**config.mk**
```make
export PLATFORM = sky130hd
export DESIGN_NAME = gpio_pad_config_sequencer_flat
export DESIGN_NICKNAME = d
export VERILOG_FILES = /design/src/rtl/gpio_pad_config_sequencer_if.sv /design/src/rtl/gpio_pad_config_sequencer.sv /design/src/flat_wrapper.sv
export SDC_FILE = /design/constraint.sdc
export NUM_CORES = 1
export LEC_CHECK = 0
export ABC_AREA = 1
export CORE_UTILIZATION = 55
export DETAILED_ROUTE_END_ITERATION = 10
export DONT_BUFFER_PORTS = 1
export PLACE_DENSITY = 0.73
export SYNTH_ARGS = -nofsm -noshare
export SYNTH_HDL_FRONTEND = slang
export SYNTH_SLANG_ARGS = --single-unit
```
**constraint.sdc**
```tcl
create_clock -name clock -period 10 [get_ports clock]
set_clock_uncertainty 0.15 [all_clocks]
set_input_delay 1 -clock clock [delete_from_list [all_inputs] [get_ports clock]]
set_output_delay 1 -clock clock [all_outputs]
set_load 0.01 [all_outputs]
```
**src/rtl/gpio_pad_config_sequencer_if.sv**
```systemverilog
// Register port, start/busy/done handshake and serial chain pins
// of the pad configuration sequencer.
interface gpio_pad_config_sequencer_if #(
  parameter int ADDR_W   = 6,
  parameter int CFG_BITS = 13
);
  logic                cfg_we;
  logic [ADDR_W-1:0]   cfg_addr;
  logic [CFG_BITS-1:0] cfg_wdata;
  logic [CFG_BITS-1:0] cfg_rdata;
  logic                cfg_wr_err;
  logic                start;
  logic                busy;
  logic                done;
  logic                serial_clock;
  logic                serial_data;
  logic                serial_load;

  modport master (
    output cfg_we,
    output cfg_addr,
    output cfg_wdata,
    output start,
    input  cfg_rdata,
    input  cfg_wr_err,
    input  busy,
    input  done,
    input  serial_clock,
    input  serial_data,
    input  serial_load
  );

  modport slave (
    input  cfg_we,
    input  cfg_addr,
    input  cfg_wdata,
    input  start,
    output cfg_rdata,
    output cfg_wr_err,
    output busy,
    output done,
    output serial_clock,
    output serial_data,
    output serial_load
  );
endinterface

```
**src/rtl/gpio_pad_config_sequencer.sv**
```systemverilog
// Per-pad configuration store that shifts every word into the
// mprj_io pad-control chain, last pad and MSB first.
module gpio_pad_config_sequencer #(
  parameter int NUM_IO   = 38,
  parameter int CFG_BITS = 13,
  parameter int CLK_DIV  = 4,
  parameter int ADDR_W   = 6,
  parameter logic [CFG_BITS-1:0] DEFAULT_CFG =
    CFG_BITS'(13'h0403)
) (
  input logic clock,
  input logic reset,
  gpio_pad_config_sequencer_if.slave bus
);

  localparam int BIT_W = $clog2(CFG_BITS);
  localparam int DIV_W = $clog2(CLK_DIV + 1);

  typedef enum logic [2:0] {
    IDLE,
    SHIFT_LO,
    SHIFT_HI,
    LOAD,
    FIN
  } state_t;

  state_t state_q, state_d;

  logic [CFG_BITS-1:0] store_q [NUM_IO];
  logic [BIT_W-1:0]    bit_q, bit_n;
  logic [ADDR_W-1:0]   pad_q, pad_n;
  logic [DIV_W-1:0]    div_q;
  logic                sdata_q;
  logic [CFG_BITS-1:0] rdata_q;
  logic                wr_err_q;

  logic                busy;
  logic                in_range;
  logic                wr_ok;
  logic                div_end;
  logic                last_bit;
  logic                advance;
  logic [CFG_BITS-1:0] rd_word;
  logic [CFG_BITS-1:0] nxt_word;

  assign busy = (state_q == SHIFT_LO) ||
                (state_q == SHIFT_HI) ||
                (state_q == LOAD);

  assign in_range = {1'b0, bus.cfg_addr} <
                    (ADDR_W+1)'(NUM_IO);
  assign wr_ok    = bus.cfg_we && in_range && !busy;
  assign div_end  = div_q == DIV_W'(CLK_DIV - 1);
  assign last_bit = (pad_q == '0) && (bit_q == '0);

  assign advance =
    (state_d == SHIFT_LO) &&
    ((state_q == IDLE) || (state_q == SHIFT_HI));

  always_comb begin
    bit_n = bit_q - BIT_W'(1);
    pad_n = pad_q;
    if (state_q == IDLE) begin
      bit_n = BIT_W'(CFG_BITS - 1);
      pad_n = ADDR_W'(NUM_IO - 1);
    end else if (bit_q == '0) begin
      bit_n = BIT_W'(CFG_BITS - 1);
      pad_n = pad_q - ADDR_W'(1);
    end
  end

  // Writes are locked out while busy, so the live store doubles
  // as the start-time snapshot of every pad word.
  always_comb begin
    rd_word  = '0;
    nxt_word = '0;
    for (int i = 0; i < NUM_IO; i++) begin
      if (bus.cfg_addr == ADDR_W'(i))
        rd_word = store_q[i];
      if (pad_n == ADDR_W'(i))
        nxt_word = store_q[i];
    end
  end

  always_comb begin
    state_d = state_q;
    unique case (state_q)
      IDLE:     if (bus.start) state_d = SHIFT_LO;
      SHIFT_LO: if (div_end) state_d = SHIFT_HI;
      SHIFT_HI: if (div_end)
                  state_d = last_bit ? LOAD : SHIFT_LO;
      LOAD:     if (div_end) state_d = FIN;
      FIN:      state_d = IDLE;
      default:  state_d = IDLE;
    endcase
  end

  always_ff @(posedge clock) begin
    if (reset) begin
      state_q  <= IDLE;
      bit_q    <= '0;
      pad_q    <= '0;
      div_q    <= '0;
      sdata_q  <= 1'b0;
      rdata_q  <= '0;
      wr_err_q <= 1'b0;
      for (int i = 0; i < NUM_IO; i++)
        store_q[i] <= DEFAULT_CFG;
    end else begin
      state_q  <= state_d;
      rdata_q  <= rd_word;
      wr_err_q <= bus.cfg_we && !wr_ok;
      for (int i = 0; i < NUM_IO; i++)
        if (wr_ok && bus.cfg_addr == ADDR_W'(i))
          store_q[i] <= bus.cfg_wdata;
      if (!busy || state_d != state_q)
        div_q <= '0;
      else
        div_q <= div_q + DIV_W'(1);
      if (advance) begin
        bit_q   <= bit_n;
        pad_q   <= pad_n;
        sdata_q <= nxt_word[bit_n];
      end else if (state_d != SHIFT_LO &&
                   state_d != SHIFT_HI) begin
        sdata_q <= 1'b0;
      end
    end
  end

  assign bus.cfg_rdata    = rdata_q;
  assign bus.cfg_wr_err   = wr_err_q;
  assign bus.busy         = busy;
  assign bus.done         = state_q == FIN;
  assign bus.serial_clock = state_q == SHIFT_HI;
  assign bus.serial_data  = sdata_q;
  assign bus.serial_load  = state_q == LOAD;

endmodule

```
**src/flat_wrapper.sv**
```systemverilog
// flat-port wrapper written by rule: the top's interface ports become plain ports
module gpio_pad_config_sequencer_flat 
#(
  parameter int NUM_IO   = 38,
  parameter int CFG_BITS = 13,
  parameter int CLK_DIV  = 4,
  parameter int ADDR_W   = 6,
  parameter logic [CFG_BITS-1:0] DEFAULT_CFG =
    CFG_BITS'(13'h0403)
)
  (clock, reset, bus_cfg_we, bus_cfg_addr, bus_cfg_wdata, bus_start, bus_cfg_rdata, bus_cfg_wr_err, bus_busy, bus_done, bus_serial_clock, bus_serial_data, bus_serial_load);
  gpio_pad_config_sequencer_if #(.ADDR_W(ADDR_W), .CFG_BITS(CFG_BITS)) bus_i ();
  input logic clock;
  input logic reset;
  input wire logic [$bits(bus_i.cfg_we)-1:0] bus_cfg_we;
  input wire logic [$bits(bus_i.cfg_addr)-1:0] bus_cfg_addr;
  input wire logic [$bits(bus_i.cfg_wdata)-1:0] bus_cfg_wdata;
  input wire logic [$bits(bus_i.start)-1:0] bus_start;
  output wire logic [$bits(bus_i.cfg_rdata)-1:0] bus_cfg_rdata;
  output wire logic [$bits(bus_i.cfg_wr_err)-1:0] bus_cfg_wr_err;
  output wire logic [$bits(bus_i.busy)-1:0] bus_busy;
  output wire logic [$bits(bus_i.done)-1:0] bus_done;
  output wire logic [$bits(bus_i.serial_clock)-1:0] bus_serial_clock;
  output wire logic [$bits(bus_i.serial_data)-1:0] bus_serial_data;
  output wire logic [$bits(bus_i.serial_load)-1:0] bus_serial_load;
  assign bus_i.cfg_we = bus_cfg_we;
  assign bus_i.cfg_addr = bus_cfg_addr;
  assign bus_i.cfg_wdata = bus_cfg_wdata;
  assign bus_i.start = bus_start;
  assign bus_cfg_rdata = bus_i.cfg_rdata;
  assign bus_cfg_wr_err = bus_i.cfg_wr_err;
  assign bus_busy = bus_i.busy;
  assign bus_done = bus_i.done;
  assign bus_serial_clock = bus_i.serial_clock;
  assign bus_serial_data = bus_i.serial_data;
  assign bus_serial_load = bus_i.serial_load;
  gpio_pad_config_sequencer #(.NUM_IO(NUM_IO), .CFG_BITS(CFG_BITS), .CLK_DIV(CLK_DIV), .ADDR_W(ADDR_W), .DEFAULT_CFG(DEFAULT_CFG)) u_core (.clock(clock), .reset(reset), .bus(bus_i));
endmodule
```
## Word-level counts from Yosys, hierarchy flattened

Memories as Yosys holds them, arrays and structs flattened.
Cells that the tools add are included.

| word-level totals | value |
|---|---|
| logic and storage cells | 435 |
| bits in writable memories | 494 |
| register bits | 31 |
| output and inout port bits | 19 |
| memories kept | 1 |

Memory list:

| memory | depth | width | rd ports | clocked after Yosys merged registers in | write ports | RTL line | RTL |
|---|---|---|---|---|---|---|---|
| u_core.store_q | 38 | 13 | 38 | 0 | 38 | gpio_pad_config_sequencer.sv:29 | `logic [CFG_BITS-1:0] store_q [NUM_IO];` |

| operators by class | value |
|---|---|
| multiplexer cells | 244 |
| reduce and logical (&&, ||, !) cells | 57 |
| bitwise logic cells | 38 |
| equality and inequality tests | 83 |
| add/subtract/negate cells | 3 |
| order comparisons | 2 |

Operators with widths:

| cell | number |
|---|---|
| $mux W13 | 114 |
| $eq A6 B5 Y1 const B | 32 |
| $mux W1 | 119 |
| $eq A6 B4 Y1 const B | 16 |
| $eq A6 B6 Y1 const B | 12 |
| $eq A6 B3 Y1 const B | 8 |
| $logic_and A1 B1 Y1 | 44 |
| $or A1 B1 Y1 | 38 |
| $eq A6 B2 Y1 const B | 4 |
| $logic_not A6 Y1 | 3 |
| $eq A6 B1 Y1 const B | 2 |
| $mux W3 | 4 |
| $mux W6 | 2 |
| $pmux W3 S4 | 1 |
| $eq A3 B2 Y1 const B | 3 |
| $mux W4 | 2 |
| $eq A3 B1 Y1 const B | 2 |
| $lt A6 B6 Y1 const B | 1 |
| $sub A6 B1 Y6 const B | 1 |
| $lt A4 B5 Y1 const B | 1 |
| $bmux W1 S4 | 1 |
| $logic_not A4 Y1 | 1 |
| $logic_or A1 B1 Y1 | 4 |
| $sub A4 B1 Y4 const B | 1 |
| 10 further kinds | 11 |

## Depth between registers and ports, before layout

| logic depth | value |
|---|---|
| depth after elaboration | 45 |
| mapped depth | 38 |

## Worst setup path before layout

No wires, ideal clock.

| path | value |
|---|---|
| path type | in2reg |
| start point | input port bus_cfg_addr[5] |
| end point | register u_core.rdata_q[2], in the netlist u_core.bus.cfg_rdata[2] |
| arrival | 3.520 ns |
| data required time | 9.722 ns |
| setup slack | 6.203 ns |
| path buffers | 2 |
| stages | 24 |
| path through | nor2_2 -> inv_2 -> buf_2 -> nor2_2 -> inv_1 -> buf_2 -> o22ai_1 -> nand4_1 -> nor2_1 -> nand4_1 -> nor2_1 -> nand4_1 -> a21oi_1 -> nand4_1 -> o21ai_0 -> nand4_1 -> o22ai_1 -> o211ai_1 -> o21ai_0 -> nand4_1 -> o21ai_0 -> nand4_1 -> a211oi_1 -> nor2_1 |

| between the ends | value |
|---|---|
| cells in the longest elaborated chain, start to end | 39 |
| elaborated cells between the ends (all ways) | 76 |
| classes of those cells | eq/ne: 37; mux: 38; reduce/logical: 1 |

RTL lines:

| element | RTL line | RTL |
|---|---|---|
| start, declared | flat_wrapper.sv:16 | `input wire logic [$bits(bus_i.cfg_addr)-1:0] bus_cfg_addr;` |
| $logic_not A6 Y1 | gpio_pad_config_sequencer.sv:78 | `if (bus.cfg_addr == ADDR_W'(i))` |
| $mux W13 (37 in series) | gpio_pad_config_sequencer.sv:78 |  |
| $mux W13 (*) | gpio_pad_config_sequencer.sv:78 |  |
| end signal, assigned | gpio_pad_config_sequencer.sv:111 | `rdata_q <= rd_word;` |
| end, declared | gpio_pad_config_sequencer.sv:34 | `logic [CFG_BITS-1:0] rdata_q;` |

Mark *: on every way between the ends. The rest lies on a longest branch, timed or not.
A chain may end at the register's enable or synchronous reset.

## Final worst setup path

| path | value |
|---|---|
| start point | register u_core.pad_q[0] |
| end point | register u_core.sdata_q, in the netlist u_core.bus.serial_data |

| between the ends | value |
|---|---|
| cells in the longest elaborated chain, start to end | 45 |
| elaborated cells between the ends (all ways) | 93 |
| classes of those cells | add/sub: 1; eq/ne: 40; mux: 46; reduce/logical: 6 |

RTL lines:

| element | RTL line | RTL |
|---|---|---|
| start, declared | gpio_pad_config_sequencer.sv:31 | `logic [ADDR_W-1:0] pad_q, pad_n;` |
| start signal, assigned | gpio_pad_config_sequencer.sv:122 | `pad_q <= pad_n;` |
| $sub A6 B1 Y6 | gpio_pad_config_sequencer.sv:68 | `pad_n = pad_q - ADDR_W'(1);` |
| $mux W6 | gpio_pad_config_sequencer.sv:66 | `end else if (bit_q == '0) begin` |
| $mux W6 | gpio_pad_config_sequencer.sv:63 | `if (state_q == IDLE) begin` |
| $logic_not A6 Y1 | gpio_pad_config_sequencer.sv:80 | `if (pad_n == ADDR_W'(i))` |
| $mux W13 (38 in series) | gpio_pad_config_sequencer.sv:80 |  |
| $bmux W1 S4 | gpio_pad_config_sequencer.sv:123 | `sdata_q <= nxt_word[bit_n];` |
| $mux W1 (not written as such) | gpio_pad_config_sequencer.sv:123 |  |
| $mux W1 | gpio_pad_config_sequencer.sv:120 | `if (advance) begin` |
| end signal, assigned | gpio_pad_config_sequencer.sv:123 |  |
| end, declared | gpio_pad_config_sequencer.sv:33 | `logic sdata_q;` |

Several ways; a longest one is shown, not always the timed one. The select of a mux whose other input is x is not followed.

==> metrics <==
syn_area_per_cell 8.378 um2; Clock Root Buffer clkbuf_16; ys flop type edfxtp_1; Synth area leader edfxtp_1; area share of the largest cell type after synthesis 54.65%; Final Net Count 3218; Clk pin slew, worst setup/hold paths 60 ps; routed len/inst 22.65 um; Setup violations, final 0; GP Congestion 1.002; Critical Path End Type flop; fin. max-slew vios 0; Worst Hold End u_core.div_q[0]$_SDFF_PP0_; filler instances 4260; Req. time, crit path 10360 ps; unrepaired setup endpoints after global routing false; Max-slew headroom 17.10%; flops & latches, synth 525; Peak supply drop 156.0 uV; Power Dens Cells 177.7 nW/um2; core area 48850 um2; LEAKAGE 0.01098 uW; crit path DAT 5980 ps; Final ANT Viol Nets 0; vias per cell 6.108; WP depth 31; initial antenna violation count 0; slew at the pin closest to its max-slew limit 1239 ps; Area Growth Syn to Fin 9.269%; Yosys cell types 47; FF-to-FF setup slack 4380 ps; outcome completed; critical register-to-register path startpoint u_core.pad_q[0]$_SDFFE_PP0P_; ys async rst share 0%; Worst Min Path Start u_core.div_q[0]$_SDFF_PP0_; Hold WC Path Type reg -> reg; Hold-fix buffers, CTS 0; Hold Path Cell Cnt 1; Global Route Usage Sum 34.94%; CTS Buffer Depth 3; Top Ports 42; mapped cell area 27140 um2; critical path class reg -> reg; final hold violation count 0; full die area 50250 um2; Crit path max-delay family simple AND/OR/NAND/NOR gates; maxcap violations 0; Detailed Routing Iterations Pass 1 7; postcts setup bufs 0; DRC Markers 0; latest clock arrival within the worst-skew pair 620 ps; max incr delay on CP 600 ps; DRT iter0 DRCs 3740; Synth area leaders edfxtp_1 (55%), nand2_1 (12%), nor2_1 (9.2%); initial core utilization 55.57%; yosys warns 0; Max FO, Critical Path 46; Post-synth EDFFs 494; largest net degree at the start of global routing 53; Setup TNS 0 ps; r2r worst-path depth 31; Port-buffer cells 0; die width 224.2 um; slowest cell on the critical path nor2_8; clk sinks 525; first-pass GRT wire length 132400 um; Die H 224.2 um; CP dominant cell by count nand4_1; syn_nets 3267; layout cells sized above 1 6.491%; H-tree depth 2; TritonCTS clock tree done; Period minus WS final 5618 ps; FMAX 178.0 MHz; CTS resizes 0; total CTS buffers 56; Tcrit/Tclk final 56.18%; Mapped Cells 3240; Total Wirelength 88300 um; dpl hpwl 61210 um; CP bufs+invs 1; Final Util 60.72%; FP Rows 81; Ant. Diodes 0; sequential share of the synthesized area 56.93%; reg2reg end u_core.bus.serial_data$_SDFFE_PP0P_; Vias 23820; GRT overflow 0; critical path startpoint category flop; vias in the first global route 22230
[cell usage after synthesis, types with 5 or more instances]
| cell | count |
|---|---|
| nand2_1 | 866 |
| nor2_1 | 667 |
| edfxtp_1 | 494 |
| inv_1 | 287 |
| nand4_1 | 176 |
| nand3_1 | 171 |
| clkbuf_1 | 138 |
| a21oi_1 | 107 |
| o21ai_0 | 84 |
| dfxtp_1 | 31 |
| or2_2 | 26 |
| clkinv_1 | 22 |
| o2111ai_1 | 17 |
| buf_2 | 15 |
| inv_2 | 14 |
| nor2_2 | 13 |
| o22ai_1 | 12 |
| nor3_1 | 11 |
| o21ai_1 | 10 |
| or2_0 | 10 |
| nand2_2 | 9 |
| a211oi_1 | 5 |
[worst register-to-register path, delay by kind of cell (launching register included)]
kind | cells | cell delay, ps
AO/OA/AOI/OAI | 1 | 70
adder cells (fa/ha/maj) | 1 | 230
buffers and inverters | 1 | 160
XOR/XNOR | 1 | 170
flip-flops | 1 | 300
AND/OR/NAND/NOR | 27 | 4430
[area by class of cell]
class	instances	area, um2	share of cell area (%)
Sequential cell	525	15450	52.10
Multi-Input combinational cell	2230	9813	33.08
Clock buffer	64	1463	4.931
Inverter	323	1215	4.096
Tap cell	664	830.8	2.801
Clock inverter	38	471.7	1.590
Timing Repair Buffer	55	412.9	1.392
[cell usage in the layout, fill, tap and decap left out, types with 4 or more instances in the layout]
cell type / count
nor2_1: 667
a21oi_1: 107
o22ai_1: 12
o21ai_1: 12
clkinv_1: 36
nand3_1: 171
o21ai_0: 82
nor3_1: 11
clkinv_2: 6
nand4_1: 176
edfxtp_1: 494
buf_4: 55
nand2_2: 9
inv_2: 14
or2_1: 4
a211oi_1: 5
inv_1: 286
o2111ai_1: 17
and3_1: 4
nor2_2: 13
ha_1: 4
clkinvlp_4: 4
nand2_1: 866
dfxtp_1: 31
or2_2: 26
clkbuf_16: 57
clkbuf_1: 6
bufinv_16: 11
or2_0: 10
a22oi_1: 4
[metal layers]
metal  wire [um]  GRT usage, %  vias to the layer above  share of wire (%)
li1            -             -                    10610                  -
met1       34760         48.71                    11320                 39
met2       40260         54.62                     1663                 46
met3        9999         6.152                      215                 11
met4        3279         13.37                        0                3.7
met5           0             0                        -                  0
[power breakdown]
| part | switching, uW | total (uW) | internal, uW |
|---|---|---|---|
| Combinational | 399 | 514 | 114 |
| Sequential | 48.1 | 2530 | 2480 |
| Clock | 900 | 2230 | 1330 |
[per-stage QoR]
stage               total power (uW)  hold WS [ps]  setup WS (ps)  cell area (um2)  cells
floorplan                       2870         249.2           6203            27140   3240
global placement                3054         257.1           4653            27730   3797
detailed placement              3065         279.2           4582            27730   3797
CTS                             5247         268.5           4581            29660   3899
global route                    5376         285.1           4173            29660   3899
finish                          5271         286.7           4382            29660   3899
[state kept, by name, summed over array words and instances (netlist names)]
register                cells
u_core.pad_q                6
u_core.bus.serial_data      1
u_core.bus.cfg_rdata       13
u_core.bus.cfg_wr_err       1
u_core.bit_q                4
u_core.div_q                3
u_core.state_q              3
u_core.store_q            494
[worst max-delay path by stage]
stage                            startpoint                                   to  slack, ps
2_1_floorplan               bus_cfg_addr[5]   u_core.bus.cfg_rdata[2]$_SDFF_PP0_       6200
3_3_place_gp                bus_cfg_addr[5]   u_core.bus.cfg_rdata[5]$_SDFF_PP0_       4650
3_5_place_dp                bus_cfg_addr[2]   u_core.bus.cfg_rdata[3]$_SDFF_PP0_       4580
4_1_cts        u_core.pad_q[0]$_SDFFE_PP0P_  u_core.bus.serial_data$_SDFFE_PP0P_       4580
5_1_grt        u_core.pad_q[0]$_SDFFE_PP0P_  u_core.bus.serial_data$_SDFFE_PP0P_       4170
6_report       u_core.pad_q[0]$_SDFFE_PP0P_  u_core.bus.serial_data$_SDFFE_PP0P_       4380
[kinds of logic after synthesis]
logic type,synth area share (%)
adders and majority gates,0.1844
buffers and inverters,6.914
xor gates and xnor gates,0.06454
and+or+nand+nor,30.64
DFF,56.93
muxes,0.1106
AOI/OAI and AO/OA,5.153
Power figures use the tool's default switching activity.
